### config.mk
export PLATFORM = sky130hd
export DESIGN_NAME = uart_tx_mmio_flat
export DESIGN_NICKNAME = d
export VERILOG_FILES = /design/src/rtl/uart_tx_mmio_if.sv /design/src/rtl/uart_tx_mmio.sv /design/src/flat_wrapper.sv
export SDC_FILE = /design/constraint.sdc
export NUM_CORES = 1
export LEC_CHECK = 0
export ABC_AREA = 1
export CAP_MARGIN = 0
export CORE_MARGIN = 3
export CORE_UTILIZATION = 54
export DETAILED_ROUTE_END_ITERATION = 10
export GPL_TIMING_DRIVEN = 0
export PLACE_DENSITY = 0.81
export SYNTH_ARGS = -nofsm -noshare
export SYNTH_HDL_FRONTEND = slang
export SYNTH_SLANG_ARGS = --single-unit
### constraint.sdc
create_clock -name clk -period 2.8 [get_ports clk]
set_input_delay 0.42 -clock clk [delete_from_list [all_inputs] [get_ports clk]]
set_output_delay 0.42 -clock clk [all_outputs]
set_load 0.02 [all_outputs]
### src/rtl/uart_tx_mmio_if.sv
// Data-store bus seen by the serial transmit peripheral: CPU store strobe,
// address and data in; gated DMEM write enable and status read port out.
interface uart_tx_mmio_if;
  localparam int unsigned AW = 8;
  localparam int unsigned DW = 8;

  logic          MW;
  logic [AW-1:0] Address;
  logic [DW-1:0] Data_in;
  logic          dmem_MW;
  logic          rd_hit;
  logic [DW-1:0] rd_data;

  modport master (
    output MW, Address, Data_in,
    input  dmem_MW, rd_hit, rd_data
  );

  modport slave (
    input  MW, Address, Data_in,
    output dmem_MW, rd_hit, rd_data
  );
endinterface

### src/rtl/uart_tx_mmio.sv
// Memory-mapped 8N1 serial transmitter: stores to TX_ADDR feed a small FIFO,
// other stores pass through to DMEM, status byte readable at STAT_ADDR.
module uart_tx_mmio #(
  parameter logic [7:0]  TX_ADDR      = 8'hFF,
  parameter logic [7:0]  STAT_ADDR    = 8'hFE,
  parameter int unsigned CLKS_PER_BIT = 4,
  parameter int unsigned FIFO_DEPTH   = 4
) (
  input  logic                        clk,
  input  logic                        reset,
  uart_tx_mmio_if.slave               bus,
  output logic                        tx,
  output logic                        busy,
  output logic [$clog2(FIFO_DEPTH):0] fifo_count
);

  localparam int unsigned PTR_W = $clog2(FIFO_DEPTH);
  localparam int unsigned CNT_W = PTR_W + 1;
  localparam int unsigned TMR_W = (CLKS_PER_BIT > 1) ? $clog2(CLKS_PER_BIT) : 1;
  localparam logic [TMR_W-1:0] TMR_LAST = TMR_W'(CLKS_PER_BIT - 1);
  localparam logic [CNT_W-1:0] CNT_FULL = CNT_W'(FIFO_DEPTH);

  typedef enum logic [1:0] {IDLE, START, DATA, STOP} state_t;

  state_t           state_q, state_d;
  logic [TMR_W-1:0] tmr_q, tmr_d;
  logic [2:0]       idx_q, idx_d;
  logic [7:0]       shreg_q, shreg_d;
  logic             tx_d;
  logic             pop;

  logic [7:0]       mem [FIFO_DEPTH];
  logic [PTR_W-1:0] head_q, tail_q;
  logic [CNT_W-1:0] count_q;
  logic             overflow_q;
  logic             full, empty;
  logic             push_req, push_ok, clr_req;

  // Bus decode; fullness always judged on the pre-edge occupancy
  assign full     = (count_q == CNT_FULL);
  assign empty    = (count_q == '0);
  assign push_req = bus.MW && (bus.Address == TX_ADDR);
  assign push_ok  = push_req && !full;
  assign clr_req  = bus.MW && (bus.Address == STAT_ADDR) && bus.Data_in[3];

  assign bus.dmem_MW = bus.MW && (bus.Address != TX_ADDR) && (bus.Address != STAT_ADDR);
  assign bus.rd_hit  = (bus.Address == STAT_ADDR);
  assign bus.rd_data = {4'b0000, overflow_q, busy, full, empty};

  assign busy       = (state_q != IDLE);
  assign fifo_count = count_q;

  // Transmit sequencer; tx_d is the line level of the state being entered
  always_comb begin
    state_d = state_q;
    tmr_d   = tmr_q;
    idx_d   = idx_q;
    shreg_d = shreg_q;
    tx_d    = tx;
    pop     = 1'b0;
    case (state_q)
      IDLE: begin
        tx_d = 1'b1;
        if (!empty) begin
          shreg_d = mem[head_q];
          pop     = 1'b1;
          tmr_d   = '0;
          state_d = START;
          tx_d    = 1'b0;
        end
      end
      START: begin
        if (tmr_q == TMR_LAST) begin
          tmr_d   = '0;
          idx_d   = '0;
          state_d = DATA;
          tx_d    = shreg_q[0];
        end else begin
          tmr_d = tmr_q + TMR_W'(1);
        end
      end
      DATA: begin
        if (tmr_q == TMR_LAST) begin
          tmr_d = '0;
          if (idx_q == 3'd7) begin
            state_d = STOP;
            tx_d    = 1'b1;
          end else begin
            idx_d = idx_q + 3'd1;
            tx_d  = shreg_q[idx_q + 3'd1];
          end
        end else begin
          tmr_d = tmr_q + TMR_W'(1);
        end
      end
      STOP: begin
        tx_d = 1'b1;
        if (tmr_q == TMR_LAST) begin
          tmr_d   = '0;
          state_d = IDLE;
        end else begin
          tmr_d = tmr_q + TMR_W'(1);
        end
      end
      default: begin
        state_d = IDLE;
        tx_d    = 1'b1;
      end
    endcase
  end

  always_ff @(posedge clk) begin
    if (reset) begin
      state_q <= IDLE;
      tmr_q   <= '0;
      idx_q   <= '0;
      shreg_q <= '0;
      tx      <= 1'b1;
    end else begin
      state_q <= state_d;
      tmr_q   <= tmr_d;
      idx_q   <= idx_d;
      shreg_q <= shreg_d;
      tx      <= tx_d;
    end
  end

  // FIFO pointers, occupancy and sticky overflow (set beats clear)
  always_ff @(posedge clk) begin
    if (reset) begin
      head_q     <= '0;
      tail_q     <= '0;
      count_q    <= '0;
      overflow_q <= 1'b0;
    end else begin
      if (push_ok) tail_q <= tail_q + PTR_W'(1);
      if (pop)     head_q <= head_q + PTR_W'(1);
      case ({push_ok, pop})
        2'b10:   count_q <= count_q + CNT_W'(1);
        2'b01:   count_q <= count_q - CNT_W'(1);
        default: count_q <= count_q;
      endcase
      if (push_req && full) overflow_q <= 1'b1;
      else if (clr_req)     overflow_q <= 1'b0;
    end
  end

  always_ff @(posedge clk) begin
    if (push_ok) mem[tail_q] <= bus.Data_in;
  end

endmodule

### src/flat_wrapper.sv
// flat-port wrapper written by rule: the top's interface ports become plain ports
module uart_tx_mmio_flat 
#(
  parameter logic [7:0]  TX_ADDR      = 8'hFF,
  parameter logic [7:0]  STAT_ADDR    = 8'hFE,
  parameter int unsigned CLKS_PER_BIT = 4,
  parameter int unsigned FIFO_DEPTH   = 4
)
  (clk, reset, tx, busy, fifo_count, bus_MW, bus_Address, bus_Data_in, bus_dmem_MW, bus_rd_hit, bus_rd_data);
  uart_tx_mmio_if bus_i ();
  input  logic clk;
  input  logic reset;
  output logic tx;
  output logic busy;
  output logic [$clog2(FIFO_DEPTH):0] fifo_count;
  input wire logic [$bits(bus_i.MW)-1:0] bus_MW;
  input wire logic [$bits(bus_i.Address)-1:0] bus_Address;
  input wire logic [$bits(bus_i.Data_in)-1:0] bus_Data_in;
  output wire logic [$bits(bus_i.dmem_MW)-1:0] bus_dmem_MW;
  output wire logic [$bits(bus_i.rd_hit)-1:0] bus_rd_hit;
  output wire logic [$bits(bus_i.rd_data)-1:0] bus_rd_data;
  assign bus_i.MW = bus_MW;
  assign bus_i.Address = bus_Address;
  assign bus_i.Data_in = bus_Data_in;
  assign bus_dmem_MW = bus_i.dmem_MW;
  assign bus_rd_hit = bus_i.rd_hit;
  assign bus_rd_data = bus_i.rd_data;
  uart_tx_mmio #(.TX_ADDR(TX_ADDR), .STAT_ADDR(STAT_ADDR), .CLKS_PER_BIT(CLKS_PER_BIT), .FIFO_DEPTH(FIFO_DEPTH)) u_core (.clk(clk), .reset(reset), .bus(bus_i), .tx(tx), .busy(busy), .fifo_count(fifo_count));
endmodule
==> out/results.tsv <==
stage	metric	value	unit
outcome	status	completed	
route	maxUsedRoutingLayer	met4	
layout	fin_nets	346	
worst_setup_path	regToRegStartpoint	u_core.state_q[0]$_SDFFE_PP0P_	
global_route	final_global_route_overflow_total	0	
clock_tree	cts_inserted_buffers	5	
worst_setup_path	startpoint	bus_Address[6]	
floorplanning	floorplan.rows	24	
floorplanning	horizontal_die_dimension	75.41	um
pwr	clockPowerShare	17.3	%
timing	max_clock_freq	413.9	MHz
route	route.met3.wl	180	um
flow_run	maxCapViolCount	0	
pwr	report.power.total	2.493	mW
placement	place_hpwl	3780	um
worst_setup_path	cp-start-kind	input port	
min_path	hold_class	reg2reg	
placement	routabilityCongestion	0.8003	
layout	syn2layout_area_growth	17.46	%
timing	tns_setup	0	ns
clock_tree	cts_hold_buf	0	
yosys	yosys_register_bits	56	
yosys	syn_avg_cell_area	9.494	sq um
route	detail-route-antenna-nets	0	
route	detailedRoute.firstIterationViolations	115	
floorplanning	floorplan.die_area	0.005686	sq mm
timing	finalWorstPathRequiredPeriod	2.416	ns
yosys	seq_area_frac_synth	55.41	%
global_route	grt_usage	19.43	%
worst_setup_path	critPathRequiredTime	2.38	ns
pwr	power_report.internal_total	1.563	mW
timing	hold_slack	0.4728	ns
timing	timing_max_transition_violations_final	0	
worst_setup_path	worst-setup-path-type	in2out	
worst_setup_path	crit_fanout	3	
floorplanning	start_util	57.75	%
min_path	hold_path.startpoint	u_core.idx_q[1]$_SDFFE_PP0P_	
route	wl_per_cell	13.99	um
timing	grt_setup_unrepaired	false	
timing	slew-limit-headroom	47.60	%
layout	fill_cells	371	
pwr	switching_power_summed_over_all_nets	0.9301	mW
worst_setup_path	crit_arrival	2.00	ns
pwr	irDropWorstVdd	0.0004051	V
yosys	synth-warning-count	0	
clock_tree	clkLatencyLatePin	0.31	ns
timing	final_min_period_over_clock_period	86.29	%
timing	finalHoldViolations	0	
global_route	grt_antenna_before_repair	0	
route	route.detailed.drc	0	
route	num_vias	1937	
clock_tree	cts_max_path_buffers	2	
pwr	p_sw_share	37.31	%
pwr	power_frac_seq	42.0	%
clock_tree	cts_sinks	56	
route	dr_vias_cell	5.292	
placement	io_buffer_count	29	
global_route	grt_pass1_wl	8411	um
global_route	largest_net_degree_at_the_start_of_global_routing	18	
clock_tree	clkSlewWorstSetupHoldPaths	0.09	ns
yosys	synthDistinctLibCells	29	
clock_tree	clockRootBuffer	sky130_fd_sc_hd__clkbuf_8	
yosys	synthesis.area	0.002601	sq mm
layout	layout_commonest_cell	sky130_fd_sc_hd__nor2_1	
route	wirelength	5120	um
clock_tree	cts_repair_resize_count	0	
timing	worstMarginPinSlew	0.7832	ns
pwr	combPwrFrac	40.7	%
clock_tree	cts_htree_levels	2	
yosys	synth_cells	274	
layout	diodes	0	
worst_setup_path	timing.critical_path.to_type	output port	
clock_tree	tritoncts_clock_tree	done	
floorplanning	core_region_area	0.004504	sq mm
clock_tree	cts.repair_timing.setup_buffer_count	0	
floorplanning	die_h	75.41	um
floorplanning	io-pin-count	34	
pwr	power_density	816.0	mW/mm^2
route	routed-wl-met2	2701	um
pwr	leakage	1.190	nW
layout	mostFrequentLayoutCells	sky130_fd_sc_hd__nor2_1, sky130_fd_sc_hd__edfxtp_1, sky130_fd_sc_hd__clkdlybuf4s50_1, sky130_fd_sc_hd__nand2_1, sky130_fd_sc_hd__inv_1	
timing	final_setup_violation_count	0	
layout	final_layout_size_suffix_gt1_share	11.46	%
route	firstDrtPassIters	4	
timing	fin_skew	0.007150	ns
global_route	vias_in_the_first_global_route	1873	
route	wirelength_met1	2200	um
-- flip-flops by register name, indices dropped and copies added (netlist names) --
register and count:
u_core.fifo_count 3, u_core.head_q 2, u_core.idx_q 3, u_core.mem 32, u_core.overflow_q 1, u_core.shreg_q 8, u_core.state_q 2, u_core.tail_q 2
u_core.tmr_q 2, u_core.tx 1
-- critical path, cell delays in order --
cell and delay (ns):
sky130_fd_sc_hd__clkdlybuf4s50_1 0.46, sky130_fd_sc_hd__nand3_1 0.09, sky130_fd_sc_hd__nor2_2 0.14, sky130_fd_sc_hd__nand3_1 0.11, sky130_fd_sc_hd__nor2_1 0.15, sky130_fd_sc_hd__clkdlybuf4s50_1 0.63
-- kinds of logic after synthesis --
group | share of synthesized area [%]
AND/OR/NAND/NOR | 16.60
AO/OA/AOI/OAI | 12.03
flip-flops | 55.41
buffers and inverters | 8.802
adder cells (fa/ha/maj) | 7.023
other | 0.1442
-- power by group through the flow --
stage	Clock (mW)	Sequential (mW)	Combinational [mW]
5_1_grt	0.471	1.06	1.15
6_report	0.432	1.05	1.01
4_1_cts	0.442	1.05	1.01
3_5_place_dp	0	1.07	1.01
3_3_place_gp	0	1.06	0.977
2_1_floorplan	0	1.07	0.698
-- through the flow --
stage                     worst slack [ns]  instance area (sq um)  util [%]  cells
after floorplan                     0.6838                   2613         -    277
after global routing                0.1831                   3055     67.83    366
after detailed placement            0.3384                   2968     65.89    358
after global placement              0.4062                   2968     65.89    358
after CTS                           0.3711                   3055     67.83    366
final                               0.3838                   3055     67.83    366
-- area by class of cell --
class / instances / area (sq um) / area share, %
Multi-Input combinational cell: 174 / 942.2 / 30.84
Timing Repair Buffer: 29 / 290.3 / 9.500
Sequential cell: 56 / 1441 / 47.17
Clock buffer: 5 / 68.82 / 2.252
Inverter: 32 / 120.1 / 3.931
Clock inverter: 3 / 18.77 / 0.6143
Tap cell: 52 / 65.06 / 2.129
Buffer: 15 / 108.9 / 3.563
-- final timing paths --
path / endpoint / slack, ns / depth (start not counted)
max: bus_rd_hit / 0.38 / 6
min: u_core.idx_q[1]$_SDFFE_PP0P_ / 0.47 / 2
max reg2reg: u_core.fifo_count[2]$_SDFFE_PP0P_ / 0.41 / 12
min reg2reg: u_core.idx_q[1]$_SDFFE_PP0P_ / 0.47 / 2
-- routing by layer --
| metal | vias up | global-route usage (%) |
|---|---|---|
| li1 | 984 | - |
| met1 | 913 | 25.26 |
| met2 | 35 | 33.37 |
| met3 | 5 | 3.562 |
| met4 | 0 | 5.437 |
| met5 | - | 0 |
-- synth_stat cells --
master | number | area (sq um)
sky130_fd_sc_hd__a211oi_1 | 1 | 7.510
sky130_fd_sc_hd__a21oi_1 | 13 | 65.06
sky130_fd_sc_hd__a31oi_1 | 9 | 56.30
sky130_fd_sc_hd__buf_2 | 3 | 15.01
sky130_fd_sc_hd__buf_4 | 9 | 67.56
sky130_fd_sc_hd__buf_6 | 2 | 22.52
sky130_fd_sc_hd__clkbuf_1 | 1 | 3.750
sky130_fd_sc_hd__conb_1 | 1 | 3.750
sky130_fd_sc_hd__dfxtp_1 | 24 | 480.5
sky130_fd_sc_hd__edfxtp_1 | 32 | 960.9
sky130_fd_sc_hd__fa_1 | 1 | 20.02
sky130_fd_sc_hd__ha_1 | 13 | 162.7
sky130_fd_sc_hd__inv_1 | 26 | 97.59
sky130_fd_sc_hd__inv_2 | 6 | 22.52
sky130_fd_sc_hd__nand2_1 | 27 | 101.4
sky130_fd_sc_hd__nand2_2 | 2 | 12.51
sky130_fd_sc_hd__nand3_1 | 12 | 60.06
sky130_fd_sc_hd__nand3_2 | 1 | 10.01
sky130_fd_sc_hd__nand3_4 | 1 | 17.52
sky130_fd_sc_hd__nand3b_1 | 1 | 7.510
sky130_fd_sc_hd__nor2_1 | 46 | 172.7
sky130_fd_sc_hd__nor2_2 | 3 | 18.77
sky130_fd_sc_hd__nor2_4 | 1 | 11.26
sky130_fd_sc_hd__nor3_1 | 2 | 10.01
sky130_fd_sc_hd__nor3_2 | 1 | 10.01
sky130_fd_sc_hd__o21a_1 | 1 | 7.510
sky130_fd_sc_hd__o21ai_0 | 24 | 120.1
sky130_fd_sc_hd__o21ai_1 | 10 | 50.05
sky130_fd_sc_hd__o22ai_1 | 1 | 6.260
Power figures use the tool's default switching activity.
